[src/rtl/tcc32_meas_ctrl_if.sv]
// Signal bundle between the measurement sequencer and one EF_TCC32 core:
// enables/configuration toward the core, capture/timeout events back.
interface tcc32_meas_ctrl_if;
    logic        tcc_en;
    logic        tcc_tmr_en;
    logic        tcc_cp_en;
    logic [1:0]  tcc_cp_event;
    logic [3:0]  tcc_clk_src;
    logic [31:0] tcc_period;
    logic        tcc_one_shot;
    logic        tcc_up;
    logic        cp_flag;
    logic [31:0] cp_count;
    logic        to_flag;

    modport master (
        output tcc_en, tcc_tmr_en, tcc_cp_en, tcc_cp_event, tcc_clk_src,
               tcc_period, tcc_one_shot, tcc_up,
        input  cp_flag, cp_count, to_flag
    );

    modport slave (
        input  tcc_en, tcc_tmr_en, tcc_cp_en, tcc_cp_event, tcc_clk_src,
               tcc_period, tcc_one_shot, tcc_up,
        output cp_flag, cp_count, to_flag
    );
endinterface

[src/rtl/tcc32_meas_ctrl.sv]
// Measurement sequencer for an EF_TCC32 core: arms capture with a one-shot
// timeout, collects N samples and reports sum/min/max with a completion status.
module tcc32_meas_ctrl #(
    parameter int unsigned NW = 4,
    parameter int unsigned AW = 36
) (
    input  logic                 clk,
    input  logic                 rst_n,
    input  logic                 start,
    input  logic                 abort,
    input  logic [1:0]           cfg_event,
    input  logic [3:0]           cfg_clk_src,
    input  logic [NW-1:0]        cfg_nsamp,
    input  logic [31:0]          cfg_timeout,
    tcc32_meas_ctrl_if.master    tcc,
    output logic                 busy,
    output logic                 done,
    output logic [1:0]           status,
    output logic [NW-1:0]        n_got,
    output logic [AW-1:0]        sum,
    output logic [31:0]          min_cnt,
    output logic [31:0]          max_cnt
);

    typedef enum logic [2:0] {
        S_IDLE,
        S_CFG,
        S_ARM,
        S_RUN,
        S_DONE
    } state_e;

    typedef enum logic [1:0] {
        ST_OK      = 2'b00,
        ST_TIMEOUT = 2'b01,
        ST_ABORT   = 2'b10
    } status_e;

    state_e          state;
    state_e          state_nx;
    status_e         status_nx;
    logic            status_upd;
    logic            take;
    logic            last;
    logic [NW-1:0]   nsamp_q;
    logic [NW-1:0]   n_inc;

    always_comb begin
        state_nx   = state;
        status_nx  = ST_OK;
        status_upd = 1'b0;
        // abort outranks a same-cycle capture, so the sample is never taken
        take  = (state == S_RUN) && tcc.cp_flag && !abort;
        n_inc = n_got + NW'(1);
        last  = take && (n_inc == nsamp_q);

        case (state)
            S_IDLE: begin
                if (start) begin
                    state_nx = S_CFG;
                end
            end
            S_CFG: begin
                if (abort) begin
                    state_nx   = S_DONE;
                    status_nx  = ST_ABORT;
                    status_upd = 1'b1;
                end else begin
                    state_nx = S_ARM;
                end
            end
            S_ARM: begin
                if (abort) begin
                    state_nx   = S_DONE;
                    status_nx  = ST_ABORT;
                    status_upd = 1'b1;
                end else begin
                    state_nx = S_RUN;
                end
            end
            S_RUN: begin
                if (abort) begin
                    state_nx   = S_DONE;
                    status_nx  = ST_ABORT;
                    status_upd = 1'b1;
                end else if (last) begin
                    state_nx   = S_DONE;
                    status_nx  = ST_OK;
                    status_upd = 1'b1;
                end else if (tcc.to_flag) begin
                    state_nx   = S_DONE;
                    status_nx  = ST_TIMEOUT;
                    status_upd = 1'b1;
                end
            end
            S_DONE: begin
                state_nx = S_IDLE;
            end
            default: begin
                state_nx = S_IDLE;
            end
        endcase
    end

    always_ff @(posedge clk or negedge rst_n) begin
        if (!rst_n) begin
            state <= S_IDLE;
        end else begin
            state <= state_nx;
        end
    end

    // Outputs are decoded from the next state so they are registered yet
    // line up with the state they belong to.
    always_ff @(posedge clk or negedge rst_n) begin
        if (!rst_n) begin
            busy             <= 1'b0;
            done             <= 1'b0;
            tcc.tcc_en       <= 1'b0;
            tcc.tcc_tmr_en   <= 1'b0;
            tcc.tcc_cp_en    <= 1'b0;
            tcc.tcc_one_shot <= 1'b0;
            tcc.tcc_cp_event <= '0;
            tcc.tcc_clk_src  <= '0;
            tcc.tcc_period   <= '0;
            nsamp_q          <= '0;
            status           <= '0;
            n_got            <= '0;
            sum              <= '0;
            min_cnt          <= '1;
            max_cnt          <= '0;
        end else begin
            busy             <= (state_nx != S_IDLE);
            done             <= (state_nx == S_DONE);
            tcc.tcc_en       <= (state_nx == S_CFG) || (state_nx == S_ARM) || (state_nx == S_RUN);
            tcc.tcc_tmr_en   <= (state_nx == S_ARM) || (state_nx == S_RUN);
            tcc.tcc_cp_en    <= (state_nx == S_ARM) || (state_nx == S_RUN);
            tcc.tcc_one_shot <= (state_nx != S_IDLE);

            if ((state == S_IDLE) && start) begin
                tcc.tcc_cp_event <= cfg_event;
                tcc.tcc_clk_src  <= cfg_clk_src;
                tcc.tcc_period   <= cfg_timeout;
                nsamp_q          <= (cfg_nsamp == '0) ? NW'(1) : cfg_nsamp;
                status           <= '0;
                n_got            <= '0;
                sum              <= '0;
                min_cnt          <= '1;
                max_cnt          <= '0;
            end

            if (take) begin
                sum   <= sum + AW'(tcc.cp_count);
                n_got <= n_inc;
                if (tcc.cp_count < min_cnt) begin
                    min_cnt <= tcc.cp_count;
                end
                if (tcc.cp_count > max_cnt) begin
                    max_cnt <= tcc.cp_count;
                end
            end

            if (status_upd) begin
                status <= status_nx;
            end
        end
    end

    assign tcc.tcc_up = 1'b0;

endmodule

[src/flat_wrapper.sv]
// flat-port wrapper written by rule: the top's interface ports become plain ports
module tcc32_meas_ctrl_flat 
#(
    parameter int unsigned NW = 4,
    parameter int unsigned AW = 36
)
  (clk, rst_n, start, abort, cfg_event, cfg_clk_src, cfg_nsamp, cfg_timeout, busy, done, status, n_got, sum, min_cnt, max_cnt, tcc_tcc_en, tcc_tcc_tmr_en, tcc_tcc_cp_en, tcc_tcc_cp_event, tcc_tcc_clk_src, tcc_tcc_period, tcc_tcc_one_shot, tcc_tcc_up, tcc_cp_flag, tcc_cp_count, tcc_to_flag);
  tcc32_meas_ctrl_if tcc_i ();
  input  logic clk;
  input  logic rst_n;
  input  logic start;
  input  logic abort;
  input  logic [1:0] cfg_event;
  input  logic [3:0] cfg_clk_src;
  input  logic [NW-1:0] cfg_nsamp;
  input  logic [31:0] cfg_timeout;
  output logic busy;
  output logic done;
  output logic [1:0] status;
  output logic [NW-1:0] n_got;
  output logic [AW-1:0] sum;
  output logic [31:0] min_cnt;
  output logic [31:0] max_cnt;
  output wire logic [$bits(tcc_i.tcc_en)-1:0] tcc_tcc_en;
  output wire logic [$bits(tcc_i.tcc_tmr_en)-1:0] tcc_tcc_tmr_en;
  output wire logic [$bits(tcc_i.tcc_cp_en)-1:0] tcc_tcc_cp_en;
  output wire logic [$bits(tcc_i.tcc_cp_event)-1:0] tcc_tcc_cp_event;
  output wire logic [$bits(tcc_i.tcc_clk_src)-1:0] tcc_tcc_clk_src;
  output wire logic [$bits(tcc_i.tcc_period)-1:0] tcc_tcc_period;
  output wire logic [$bits(tcc_i.tcc_one_shot)-1:0] tcc_tcc_one_shot;
  output wire logic [$bits(tcc_i.tcc_up)-1:0] tcc_tcc_up;
  input wire logic [$bits(tcc_i.cp_flag)-1:0] tcc_cp_flag;
  input wire logic [$bits(tcc_i.cp_count)-1:0] tcc_cp_count;
  input wire logic [$bits(tcc_i.to_flag)-1:0] tcc_to_flag;
  assign tcc_tcc_en = tcc_i.tcc_en;
  assign tcc_tcc_tmr_en = tcc_i.tcc_tmr_en;
  assign tcc_tcc_cp_en = tcc_i.tcc_cp_en;
  assign tcc_tcc_cp_event = tcc_i.tcc_cp_event;
  assign tcc_tcc_clk_src = tcc_i.tcc_clk_src;
  assign tcc_tcc_period = tcc_i.tcc_period;
  assign tcc_tcc_one_shot = tcc_i.tcc_one_shot;
  assign tcc_tcc_up = tcc_i.tcc_up;
  assign tcc_i.cp_flag = tcc_cp_flag;
  assign tcc_i.cp_count = tcc_cp_count;
  assign tcc_i.to_flag = tcc_to_flag;
  tcc32_meas_ctrl #(.NW(NW), .AW(AW)) u_core (.clk(clk), .rst_n(rst_n), .start(start), .abort(abort), .cfg_event(cfg_event), .cfg_clk_src(cfg_clk_src), .cfg_nsamp(cfg_nsamp), .cfg_timeout(cfg_timeout), .tcc(tcc_i), .busy(busy), .done(done), .status(status), .n_got(n_got), .sum(sum), .min_cnt(min_cnt), .max_cnt(max_cnt));
endmodule
[config.mk]
export PLATFORM = sky130hd
export DESIGN_NAME = tcc32_meas_ctrl_flat
export DESIGN_NICKNAME = d
export VERILOG_FILES = /design/src/rtl/tcc32_meas_ctrl_if.sv /design/src/rtl/tcc32_meas_ctrl.sv /design/src/flat_wrapper.sv
export SDC_FILE = /design/constraint.sdc
export NUM_CORES = 1
export LEC_CHECK = 0
export CAP_MARGIN = 20
export CORE_ASPECT_RATIO = 0.8
export CORE_MARGIN = 2
export CORE_UTILIZATION = 45
export DETAILED_ROUTE_END_ITERATION = 10
export GPL_TIMING_DRIVEN = 0
export PLACE_DENSITY = 0.85
export SLEW_MARGIN = 20
export SYNTH_ARGS = -nofsm -noshare
export SYNTH_HDL_FRONTEND = slang
export SYNTH_SLANG_ARGS = --single-unit
[constraint.sdc]
create_clock -name clk -period 2.75 [get_ports clk]
set_clock_uncertainty 0.05 [all_clocks]
set_input_delay 0.825 -clock clk [delete_from_list [all_inputs] [get_ports clk]]
set_output_delay 0.825 -clock clk [all_outputs]
set_load 0.03 [all_outputs]
==> reports/qor.log, run 1 <==
INFO  pwr            total_leakage_power=6.547nW
INFO  floorplanning  placeableCoreArea=21,440um^2
INFO  layout         num_antenna_cells=0
INFO  critical_path  top_fanout_value_on_the_critical_path=8
INFO  critical_path  critical_path_required=3.05ns
INFO  route          drt-pass1-iter-count=6
INFO  synthesis      mappedNetlistNets=1,263
INFO  global_routing antenna_found_initial=0
INFO  critical_path  critPathMaxStageDelay=0.54ns
INFO  cts            number_of_buffers_created_by_cts=17
INFO  cts            clock_tree.buffer_depth=2
INFO  route          post-route-drc-count=0
INFO  critical_path  r2r_cells=12
INFO  cts            number_of_clock_sinks=155
INFO  synthesis      count_of_flip_flops_with_a_built_in_enable_after_synthesis=0
INFO  cts            cts_htree_levels=4
INFO  timing         worst_pin_slew=0.7211ns
INFO  status         run_status=finished, violations left
INFO  cts            clock_transition_at_the_registers_of_the_reported_paths=0.07ns
INFO  status         violations=setup timing
INFO  floorplanning  ioPinCount=231
INFO  synthesis      synth-async-reset-ratio=100.0%
INFO  synthesis      ys_ff_latch=155
INFO  place          gp_congestion=0.9310
INFO  place          io_buffer_count=229
INFO  critical_path  crit_type=reg -> reg
INFO  synthesis      yosysSeqAreaShare=40.21%
INFO  critical_path  critical_path.startpoint_type=flip-flop
INFO  critical_path  cell_depth_of_the_worst_setup_path=12
INFO  synthesis      ys_types=71
INFO  floorplanning  die_width=168.5um
INFO  synthesis      synth_top_family_by_area=simple AND/OR/NAND/NOR gates
INFO  synthesis      synthesis.yosys.warnings=0
INFO  timing         grt_setup_unrepaired=true
INFO  cts            clk_latency=0.44ns
INFO  synthesis      most_frequently_used_flop_master_after_synthesis=sky130_fd_sc_hd__dfrtp_1
INFO  critical_path  crit_family=compound AO/OA/AOI/OAI gates
INFO  global_routing grt.total_usage=27.08%
INFO  critical_path  end_kind=flip-flop
INFO  floorplanning  floorplan.initialDensity=45.45%
INFO  synthesis      post_synth_xor_area_fraction=3.120%
INFO  synthesis      syn_area_per_cell=8.974um^2
INFO  timing         slew_headroom=51.93%
INFO  synthesis      synthesis.instances=1,086
INFO  worst_hold_path hold_path_class=in -> async
INFO  pwr            max-vdd-ir-drop=0.0005685V
INFO  critical_path  crit_path_cell_trace=inv_2, ha_4, a21o_1, a21o_1, a21oi_4, o21ai_1, o21a_2, o21ai_2, o2111a_1, buf_12, buf_12, mux2i_1
INFO  critical_path  worst_path_max_delay_cell=sky130_fd_sc_hd__dfstp_2
INFO  layout         final_nets=1,555
INFO  timing         max_freq=355.8MHz
INFO  global_routing maximum_number_of_pins_on_one_net_before_global_route_repair=95
INFO  global_routing first_global_vias=9,163
INFO  route          routed_via_density=5.585
INFO  global_routing grt_pass1_wl=48,750um
INFO  place          detailed_place.area=12,590um^2
INFO  route          drt_first_iter_violations=673
INFO  place          hpwl=21,980um
INFO  layout         layout.core_utilization=66.50%
INFO  layout         drive_above_1_share=19.48%
INFO  route          avgRoutedWirePerCell=19.14um
INFO  critical_path  timing.critical_path.arrival=3.11ns
INFO  critical_path  path_buf_inv=3
INFO  synthesis      synth_fa_ha_area_share=12.53%
INFO  timing         finalSetupViolations=30
INFO  synthesis      synth_compound_gate_area_share=13.70%
INFO  route          route.antenna.remaining_nets=0
INFO  synthesis      yosys.area_share.simple=16.87%
INFO  route          routed-via-count=9,304
INFO  flow_run       timing.max_cap.violations=0
INFO  cts            tritoncts=yes
INFO  floorplanning  number_of_rows_created_at_floorplan=48
INFO  synthesis      synthesis.area=9746um^2
INFO  timing         timing.final.crit_period=2.810ns
INFO  global_routing grt_overflow_total=0
INFO  pwr            p_per_area=742.6nW/um^2
INFO  timing         final_critical_path_setup_slack=-0.06042ns
INFO  timing         maxSlewViolCount=0
INFO  synthesis      synthMuxAreaShare=6.984%
INFO  floorplanning  design.die.area=22,860um^2
INFO  route          route.final.wire_length=31,890um
INFO  cts            clk_root_buffer_cell=sky130_fd_sc_hd__clkbuf_16
INFO  timing         min_period_over_period=102.2%
INFO  pwr            power=10.59mW
INFO  timing         finalHoldViolCount=0
INFO  layout         final_area=14,260um^2
INFO  layout         syn_to_final_growth=46.30%
INFO  floorplanning  die_h=135.6um
## logic make-up after synthesis
group / after synthesis
AO/OA/AOI/OAI: 208
buffers and inverters: 153
adder cells (fa/ha/maj): 97
multiplexers: 68
AND/OR/NAND/NOR: 371
flip-flops: 155
other: 1
XOR/XNOR: 33
## cells in the final DEF, fill, tap and decap left out, types with 6 or more instances in the layout
cell type	Yosys	final
sky130_fd_sc_hd__a21o_1	28	28
sky130_fd_sc_hd__a21oi_1	52	40
sky130_fd_sc_hd__a21oi_2	1	9
sky130_fd_sc_hd__buf_12	0	6
sky130_fd_sc_hd__buf_2	7	18
sky130_fd_sc_hd__buf_4	3	41
sky130_fd_sc_hd__buf_6	1	7
sky130_fd_sc_hd__clkbuf_1	29	20
sky130_fd_sc_hd__clkbuf_16	0	20
sky130_fd_sc_hd__clkbuf_2	1	7
sky130_fd_sc_hd__clkdlybuf4s50_1	0	196
sky130_fd_sc_hd__dfrtp_1	123	122
sky130_fd_sc_hd__dfstp_2	32	32
sky130_fd_sc_hd__ha_1	96	59
sky130_fd_sc_hd__ha_4	0	33
sky130_fd_sc_hd__inv_1	106	102
sky130_fd_sc_hd__inv_6	0	6
sky130_fd_sc_hd__mux2i_1	68	65
sky130_fd_sc_hd__nand2_1	198	194
sky130_fd_sc_hd__nand3_1	46	45
sky130_fd_sc_hd__nand4_1	19	19
sky130_fd_sc_hd__nor2_1	61	58
sky130_fd_sc_hd__nor2b_1	9	7
sky130_fd_sc_hd__nor3_1	7	7
sky130_fd_sc_hd__o21a_1	11	10
sky130_fd_sc_hd__o21ai_0	63	52
sky130_fd_sc_hd__o21ai_1	4	14
sky130_fd_sc_hd__xnor2_1	12	12
sky130_fd_sc_hd__xor2_1	20	20
## cell type report
type | instances | area (um^2)
Multi-Input combinational cell | 778 | 6008
Tap cell | 275 | 344.1
Sequential cell | 155 | 3920
Timing Repair Buffer | 275 | 2670
Clock inverter | 15 | 150.1
Clock buffer | 17 | 425.4
Buffer | 45 | 341.6
Inverter | 106 | 397.9
Fill cell | 1625 | 7183
## registers in the layout, summed over array words and instances, names as in the netlist
signal                   cells
u_core.sum                  36
u_core.max_cnt              32
u_core.min_cnt              32
u_core.tcc.tcc_period       32
u_core.n_got                 4
u_core.nsamp_q               4
u_core.tcc.tcc_clk_src       4
u_core.state                 3
u_core.status                2
u_core.tcc.tcc_cp_event      2
u_core.done                  1
u_core.tcc.tcc_en            1
u_core.tcc.tcc_one_shot      1
u_core.tcc.tcc_tmr_en        1
## metrics by stage
stage / hold WS [ns] / instances / worst slack (ns) / TNS [ns]
after floorplan: 0.4152 / 1086 / -0.1436 / -0.4186
after global routing: 0.4151 / 1666 / -0.06668 / -1.536
after detailed placement: 0.4153 / 1591 / -1.454 / -129.15
after global placement: 0.4077 / 1590 / -5.521 / -933.15
final: 0.3686 / 1666 / -0.06042 / -0.9196
after CTS: 0.3918 / 1645 / -0.03363 / -0.3104
## what timing repair did
action | 4_1_cts | 5_1_grt
hold buffers | 0 | 0
setup endpoints to repair | 130 | 93
gates cloned | 2 | 3
pin swaps | 50 | 40
setup buffers | 23 | 18
gates resized for setup | 180 | 104
## worst paths after layout
check                                    startpoint                  endpoint  slack, ns
max                              u_core.min_cnt[13]        u_core.min_cnt[18]      -0.06
min                                           rst_n        u_core.max_cnt[17]       0.37
max reg2reg                      u_core.min_cnt[13]        u_core.min_cnt[18]      -0.06
min reg2reg                u_core.tcc.tcc_period[9]  u_core.tcc.tcc_period[9]       0.43
max in group asynchronous                     rst_n        u_core.min_cnt[31]       1.49
min in group clk           u_core.tcc.tcc_period[9]  u_core.tcc.tcc_period[9]       0.43
## metal layers
| metal | up-vias | GRT usage (%) | wire [um] |
|---|---|---|---|
| li1 | 4317 | - | - |
| met1 | 4528 | 36.67 | 13880 |
| met2 | 387 | 42.71 | 14800 |
| met3 | 72 | 7.245 | 2387 |
| met4 | 0 | 8.190 | 822 |
| met5 | - | 0 | 0 |
## synth_stat cells, drive strengths merged (2+ instances only)
library cell	n	area, um^2
nor4b	2	17.52
and4	5	46.30
a31oi	6	37.54
o21ai	67	335.3
a211o	2	17.52
dfrtp	123	3078
o211ai	3	22.52
o2111ai	5	43.79
nor3	7	35.03
inv	106	397.9
a22o	2	17.52
a21boi	3	22.52
xnor2	12	105.1
and3	6	38.79
o32ai	2	25.03
o31ai	4	43.79
nand3	46	230.2
o21bai	6	48.80
a21oi	53	269.0
nand4	19	118.9
a21o	29	219.0
dfstp	32	840.8
a221o	2	20.02
o21a	11	82.58
or4	4	33.78
xor2	20	175.2
nand2	199	749.5
nor2	63	241.5
mux2i	68	680.7
nor4	2	12.51
nor2b	9	56.30
ha	96	1201
nand2b	4	25.02
a211oi	4	35.03
clkbuf	33	155.1
buf	13	76.32
## report_power, final
group,total [mW],switching (mW),internal (mW),leakage (nW)
sequential,3.28,0.424,2.86,1.97
clock,2.35,1.14,1.21,0.273
combinational,4.96,2.98,1.98,4.30
total,10.6,4.54,6.05,6.55
Note: power is estimated with default switching activity, not from simulation.
==> run 2, diff against run 1 <==
--- a/config.mk
+++ b/config.mk
@@ -9,7 +9,9 @@
 export CORE_ASPECT_RATIO = 0.8
 export CORE_MARGIN = 2
 export CORE_UTILIZATION = 45
+export CTS_CLUSTER_SIZE = 10
 export DETAILED_ROUTE_END_ITERATION = 10
+export GPL_ROUTABILITY_DRIVEN = 0
 export GPL_TIMING_DRIVEN = 0
 export PLACE_DENSITY = 0.85
 export SLEW_MARGIN = 20
==> run 2 against run 1 <==
Against the previous run: the flow still finishes with violations (setup timing); critical path depth unchanged; hold slack worse by 0.12 ns; global-route usage barely moved; sequential cell count did not move; maximum frequency decreased by 0.25%.
==> reports/qor.log, run 2 (synthesized netlist as in run 1, its figures left out) <==
INFO  global_routing first_global_vias=9,241 [+0.85%]
INFO  pwr            pwr-share-comb=46.3% [-0.5 points]
INFO  cts            cts_htree_levels=4 [unchanged]
INFO  layout         finish.cell_count_without_fillers=1,658 [-0.48%]
INFO  critical_path  crit_path_cell_trace=buf_2, ha_4, a21o_1, a21o_1, a21oi_4, o21ai_1, o21a_2, o21ai_2, o2111a_1, buf_12, buf_12, mux2i_2
INFO  critical_path  critical_path.startpoint_type=input port
INFO  place          placed_cells=1,592 [+0.063%]
INFO  critical_path  timing.critical_path.arrival=3.12ns [about the same]
INFO  pwr            share_clk_of_total_power=22.7% [+0.5 points]
INFO  floorplanning  number_of_rows_created_at_floorplan=48 [unchanged]
INFO  timing         finalSetupViolations=32 [+6.7%]
INFO  layout         layout_commonest_cell=sky130_fd_sc_hd__clkdlybuf4s50_1
INFO  route          route.antenna.remaining_nets=0 [unchanged]
INFO  floorplanning  ioPinCount=231 [unchanged]
INFO  route          avgRoutedWirePerCell=19.29um [+0.79%]
INFO  layout         top_library_cells_by_usage_in_the_layout_fill_and_taps_aside=sky130_fd_sc_hd__clkdlybuf4s50_1 (196), sky130_fd_sc_hd__nand2_1 (195), sky130_fd_sc_hd__dfrtp_1 (122), sky130_fd_sc_hd__inv_1 (104), sky130_fd_sc_hd__mux2i_1 (65)
INFO  cts            number_of_buffers_created_by_cts=17 [unchanged]
INFO  route          routed_via_density=5.612 [+0.49%]
INFO  timing         final_critical_path_setup_slack=-0.06759ns [-0.007169 ns]
INFO  route          drt-pass1-iter-count=6 [unchanged]
INFO  critical_path  critPathMaxStageDelay=0.25ns [-0.29 ns]
INFO  layout         layout.core_utilization=66.25% [-0.25 points]
INFO  status         run_status=finished, violations left
INFO  pwr            max-vdd-ir-drop=0.0006404V [+13%]
INFO  critical_path  end_kind=flip-flop
INFO  pwr            internal-power=6.057mW [+0.15%]
INFO  cts            tritoncts=yes
INFO  layout         num_antenna_cells=0 [unchanged]
INFO  timing         maxSlewViolCount=0 [unchanged]
INFO  flow_run       timing.max_cap.violations=0 [unchanged]
INFO  timing         finalHoldViolCount=0 [unchanged]
INFO  pwr            net-switching-power=4.581mW [+0.92%]
INFO  place          hpwl=22,050um [+0.33%]
INFO  critical_path  top_fanout_value_on_the_critical_path=7 [-1]
INFO  cts            number_of_clock_sinks=155 [unchanged]
INFO  pwr            p_per_area=748.9nW/um^2 [+0.85%]
INFO  layout         syn_to_final_growth=45.76%
INFO  pwr            power.share.sequential=30.9% [about the same]
INFO  critical_path  crit_type=in -> reg
INFO  layout         largest_reg_flops=36 [unchanged]
INFO  timing         max_freq=354.9MHz [-0.25%]
INFO  timing         grt_setup_unrepaired=true
INFO  timing         slew_headroom=59.15% [+7.2 points]
INFO  place          pre_cts_slack=-1.372ns [+0.08179 ns]
INFO  timing         timing.final.crit_period=2.818ns [+0.007169 ns]
INFO  global_routing maximum_number_of_pins_on_one_net_before_global_route_repair=54 [-43%]
INFO  cts            clock_tree.buffer_depth=2 [unchanged]
INFO  critical_path  worst_path_max_delay_cell=sky130_fd_sc_hd__ha_4
INFO  route          routed-via-count=9,305 [+0.011%]
INFO  layout         drive_above_1_share=18.73% [-0.75 points]
INFO  cts            clk_root_buffer_cell=sky130_fd_sc_hd__clkbuf_16
INFO  layout         final_nets=1,547 [-0.51%]
INFO  critical_path  critical_path_required=3.06ns [about the same]
INFO  floorplanning  die_h=135.6um [unchanged]
INFO  status         violations=setup timing
INFO  pwr            netSwitchingFraction=43.06% [+0.19 points]
INFO  timing         holdWs=0.2452ns [-0.1234 ns]
INFO  cts            clock_transition_at_the_registers_of_the_reported_paths=0.07ns [about the same]
INFO  cts            cts_hold_buffers=0 [unchanged]
INFO  route          post-route-drc-count=0 [unchanged]
INFO  route          drt_first_iter_violations=792 [+18%]
INFO  global_routing grt_pass1_wl=48,800um [about the same]
INFO  floorplanning  floorplan.initialDensity=45.45% [unchanged]
INFO  global_routing grt.total_usage=27.12% [+0.036 points]
INFO  pwr            total_leakage_power=6.512nW [-0.54%]
INFO  worst_hold_path hold_path_class=in -> async
INFO  place          io_buffer_count=229 [unchanged]
INFO  cts            clk_latency=0.44ns [about the same]
INFO  global_routing antenna_found_initial=0 [unchanged]
INFO  floorplanning  die_width=168.5um [unchanged]
INFO  timing         worst_pin_slew=0.6127ns [-0.1084 ns]
INFO  timing         min_period_over_period=102.5% [+0.26 points]
INFO  floorplanning  placeableCoreArea=21,440um^2 [unchanged]
INFO  layout         registers.top_by_ff_count=u_core.sum
INFO  route          route.final.wire_length=31,990um [+0.31%]
INFO  global_routing grt_overflow_total=0 [unchanged]
INFO  floorplanning  design.die.area=22,860um^2 [unchanged]
-- run 2: worst paths after layout --
path | startpoint | to | slack, ns | cells past startpoint
hold reg to reg | u_core.tcc.tcc_clk_src[2] | u_core.tcc.tcc_clk_src[2] | 0.43 | 2
setup reg to reg | u_core.min_cnt[13] | u_core.min_cnt[27] | -0.07 | 12
hold / removal | rst_n | u_core.max_cnt[17] | 0.25 | 1
min in group clk | u_core.tcc.tcc_clk_src[2] | u_core.tcc.tcc_clk_src[2] | 0.43 | 2
max in group asynchronous | rst_n | u_core.min_cnt[31] | 1.48 | 3
setup / recovery | tcc_cp_count[13] | u_core.min_cnt[27] | -0.07 | 12
-- run 2: through the flow --
stage                     area [um^2]  TNS, ns  power (mW)
after detailed placement        12620  -128.88       7.839
after global placement          12550  -929.65       7.688
after global routing            14200   -2.747       11.16
after floorplan                  9918  -0.4186       5.960
final                           14200  -0.8515       10.64
after CTS                       14000  -0.7498       10.48
-- run 2: critical path, delay by kind of cell --
family | cells | cell delay, ns
AO/OA/AOI/OAI | 7 | 1.36
adder cells (fa/ha/maj) | 1 | 0.25
buffers and inverters | 3 | 0.45
multiplexers | 1 | 0.22
-- run 2: what timing repair did --
action                                 in CTS  in global routing
gates resized for setup                   196                 86
pin swaps                                  43                 34
setup buffers                              25                  9
setup endpoints to repair                 141                103
endpoints found under the hold margin       0                  0
cloned                                      3                  2
-- run 2: area by class of cell --
cell class	instances	area [um^2]
well taps	275	344.1
flip-flops and latches	155	3920
repair buffers	267	2611
clock inverters	15	168.9
clock buffers	17	425.4
fillers	1590	7236
inverters	106	397.9
multi-input cells	778	5981
plain buffers	45	356.6
-- run 2: power groups by stage --
| stage | sequential (mW) | combinational [mW] | clock (mW) |
|---|---|---|---|
| detailed placement | 3.28 | 4.56 | 0 |
| CTS | 3.26 | 4.79 | 2.42 |
| finish | 3.29 | 4.93 | 2.42 |
| floorplan | 4.18 | 1.78 | 0 |
| global route | 3.35 | 5.28 | 2.53 |
| global placement | 3.26 | 4.43 | 0 |
-- run 2: per-layer routing --
layer  vias to the layer above  track usage [%]  part of all wire (%)
li1                       4287                -                     -
met1                      4576            36.43                    43
met2                       386            44.31                    47
met3                        56            6.486                   7.5
met4                         0            6.992                   1.9
met5                         -                0                     0
==> run 3, diff against run 2 <==
--- a/config.mk
+++ b/config.mk
@@ -13,7 +13,9 @@
 export DETAILED_ROUTE_END_ITERATION = 10
 export GPL_ROUTABILITY_DRIVEN = 0
 export GPL_TIMING_DRIVEN = 0
+export MAX_ROUTING_LAYER = met4
 export PLACE_DENSITY = 0.85
+export REMOVE_ABC_BUFFERS = 1
 export SLEW_MARGIN = 20
 export SYNTH_ARGS = -nofsm -noshare
 export SYNTH_HDL_FRONTEND = slang
==> run 3 against run 2 <==
Against the previous run: the flow still finishes with violations (setup timing); die area is the same; final cell count shrank 0.18%; hold slack gained 0.031 ns; global-route usage grew 0.16 points; highest routed layer unchanged; setup slack gained 0.053 ns; clock-buffer cell count grew 4; critical endpoint is now u_core.sum[33]; register-to-register slack gained 0.08 ns.
==> reports/qor.log, run 3 (synthesized netlist as in run 1, its figures left out) <==
INFO  global_routing maximum_number_of_pins_on_one_net_before_global_route_repair=91 [+69%]
INFO  critical_path  crit_path_cell_trace=buf_2, ha_4, a21oi_1, o21a_1, o31ai_1, o21bai_4, a21oi_4, o41a_4, o31ai_4, mux2i_1
INFO  critical_path  critical_path.startpoint_type=input port
INFO  layout         sequential_cell_area=3919um^2 [about the same]
INFO  timing         worst_pin_slew=0.7393ns [+0.1266 ns]
INFO  timing         final_critical_path_setup_slack=-0.01465ns [+0.05294 ns]
INFO  layout         drive_above_1_share=20.22% [+1.5 points]
INFO  timing         setup_total_negative_slack=-0.02620ns [+0.8253 ns]
INFO  timing         grt_setup_unrepaired=true
INFO  critical_path  crit_type=in -> reg
INFO  route          routed_via_density=5.680 [+1.2%]
INFO  critical_path  timing.critical_path.arrival=3.06ns [-0.06 ns]
INFO  floorplanning  number_of_rows_created_at_floorplan=48 [unchanged]
INFO  global_routing antenna_found_initial=0 [unchanged]
INFO  floorplanning  die_width=168.5um [unchanged]
INFO  status         violations=setup timing
INFO  timing         max_freq=361.7MHz [+1.9%]
INFO  pwr            p_per_area=765.5nW/um^2 [+2.2%]
INFO  layout         registers.top_by_ff_count=u_core.sum
INFO  layout         syn_to_final_growth=47.14%
INFO  pwr            max-vdd-ir-drop=0.0006381V [-0.37%]
INFO  critical_path  crit_family=compound AO/OA/AOI/OAI gates
INFO  layout         final_nets=1,544 [-0.19%]
INFO  critical_path  end_kind=flip-flop
INFO  status         run_status=finished, violations left
INFO  route          drt-pass1-iter-count=5 [-1]
INFO  timing         slew_headroom=50.71% [-8.4 points]
INFO  cts            number_of_buffers_created_by_cts=17 [unchanged]
INFO  critical_path  critical_path_required=3.05ns [about the same]
INFO  floorplanning  ioPinCount=231 [unchanged]
INFO  global_routing grt.total_usage=27.28% [+0.16 points]
INFO  global_routing grt_overflow_total=0 [unchanged]
INFO  timing         finalHoldViolCount=0 [unchanged]
INFO  critical_path  critPathMaxStageDelay=0.48ns [+0.23 ns]
INFO  route          drt_first_iter_violations=892 [+13%]
INFO  timing         maxSlewViolCount=0 [unchanged]
INFO  timing         holdWs=0.2766ns [+0.03144 ns]
INFO  critical_path  top_fanout_value_on_the_critical_path=5 [-2]
INFO  worst_hold_path hold_path_class=in -> async
INFO  route          post-route-drc-count=0 [unchanged]
INFO  place          hpwl=20,500um [-7.0%]
INFO  layout         finish.cell_count_without_fillers=1,655 [-0.18%]
INFO  global_routing grt_pass1_wl=48,100um [-1.4%]
INFO  layout         fillers=1,535 [-3.5%]
INFO  layout         final_area=14,340um^2 [+0.95%]
INFO  cts            tritoncts=yes
INFO  cts            cts_htree_levels=4 [unchanged]
INFO  cts            number_of_clock_sinks=155 [unchanged]
INFO  place          placed_cells=1,566 [-1.6%]
INFO  flow_run       timing.max_cap.violations=0 [unchanged]
INFO  route          route.final.wire_length=32,160um [+0.54%]
INFO  layout         layout_commonest_cell=sky130_fd_sc_hd__clkdlybuf4s50_1
INFO  floorplanning  floorplan.initialDensity=45.45% [unchanged]
INFO  route          routed-via-count=9,400 [+1.0%]
INFO  floorplanning  placeableCoreArea=21,440um^2 [unchanged]
INFO  cts            cts_hold_buffers=0 [unchanged]
INFO  timing         min_period_over_period=100.5% [-1.9 points]
INFO  route          route.antenna.remaining_nets=0 [unchanged]
INFO  cts            clock_tree.buffer_depth=2 [unchanged]
INFO  critical_path  path_buf_inv=1 [-2]
INFO  critical_path  worst_path_max_delay_cell=sky130_fd_sc_hd__o41a_4
INFO  layout         top_library_cells_by_usage_in_the_layout_fill_and_taps_aside=sky130_fd_sc_hd__clkdlybuf4s50_1 (196), sky130_fd_sc_hd__nand2_1 (194), sky130_fd_sc_hd__dfrtp_1 (123), sky130_fd_sc_hd__inv_1 (103), sky130_fd_sc_hd__mux2i_1 (63)
INFO  place          pre_cts_slack=-1.440ns [-0.06773 ns]
INFO  place          io_buffer_count=229 [unchanged]
INFO  route          avgRoutedWirePerCell=19.43um [+0.72%]
INFO  timing         timing.final.crit_period=2.765ns [-0.05294 ns]
INFO  layout         num_antenna_cells=0 [unchanged]
INFO  cts            clk_root_buffer_cell=sky130_fd_sc_hd__clkbuf_16
INFO  place          detailed_place.area=12,420um^2 [-1.6%]
INFO  layout         multiInputGateArea=6037um^2 [+0.94%]
INFO  layout         largest_reg_flops=36 [unchanged]
INFO  global_routing first_global_vias=9,194 [-0.51%]
INFO  cts            clock_transition_at_the_registers_of_the_reported_paths=0.07ns [about the same]
INFO  timing         finalSetupViolations=3 [-91%]
INFO  cts            clk_latency=0.43ns [about the same]
INFO  floorplanning  design.die.area=22,860um^2 [unchanged]
INFO  floorplanning  die_h=135.6um [unchanged]
INFO  pwr            total_leakage_power=6.585nW [+1.1%]
-- run 3: changes by cell type in the layout (fill, tap and decap cells not counted), moves of 4 or more --
cell                              change
sky130_fd_sc_hd__buf_8                +9
sky130_fd_sc_hd__clkbuf_2             -5
sky130_fd_sc_hd__bufinv_16            +4
sky130_fd_sc_hd__inv_8                -6
sky130_fd_sc_hd__o21ai_0              +4
sky130_fd_sc_hd__buf_6                +6
sky130_fd_sc_hd__buf_12               -5
sky130_fd_sc_hd__buf_4               +15
sky130_fd_sc_hd__clkbuf_1            -18
sky130_fd_sc_hd__ha_4                 +4
sky130_fd_sc_hd__clkdlybuf4s15_2      -5
sky130_fd_sc_hd__buf_2                +7
-- run 3: final timing paths --
check / start / endpoint / slack (ns) / cells after the start
setup / recovery: tcc_cp_count[6] / u_core.sum[33] / -0.01 / 10
hold / removal: rst_n / u_core.tcc.tcc_clk_src[1] / 0.28 / 1
setup reg to reg: u_core.min_cnt[13] / u_core.min_cnt[7] / 0.01 / 12
hold reg to reg: u_core.tcc.tcc_period[19] / u_core.tcc.tcc_period[19] / 0.42 / 2
max in group asynchronous: rst_n / u_core.min_cnt[20] / 1.50 / 2
min in group clk: u_core.tcc.tcc_period[19] / u_core.tcc.tcc_period[19] / 0.42 / 2
-- run 3: layout make-up --
| class | count | area share [%] |
|---|---|---|
| Multi-Input combinational cell | 780 | 42.10 |
| Sequential cell | 155 | 27.33 |
| Timing Repair Buffer | 307 | 20.92 |
| Clock buffer | 21 | 3.211 |
| Inverter | 106 | 2.775 |
| Tap cell | 275 | 2.399 |
| Clock inverter | 11 | 1.265 |
-- run 3: repair_timing --
item,in CTS,in global routing
endpoints found under the setup margin,99,83
hold endpoints to repair,0,0
pin swaps,30,42
buffers inserted,27,27
gates resized for setup,199,104
gates cloned,3,2
-- run 3: where the power goes --
part	total [mW]	internal (mW)	switching, mW	leakage, nW
combinational	5.05	2.11	2.94	4.31
sequential	3.29	2.86	0.431	1.97
clock	2.63	1.59	1.05	0.306
-- run 3: stage by stage --
stage / util (%) / total power [mW]
2_1_floorplan: - / 5.812
3_3_place_gp: 56.63 / 7.244
3_5_place_dp: 57.91 / 7.767
4_1_cts: 64.56 / 10.68
5_1_grt: 66.88 / 11.50
6_report: 66.88 / 10.98
-- run 3: per-layer routing --
metal	up-vias	GRT usage, %	share of wire, %
met5	-	-	0
met3	52	5.755	6.9
met1	4650	35.72	44
met2	400	43.05	47
met4	0	7.902	1.8
li1	4298	-	-
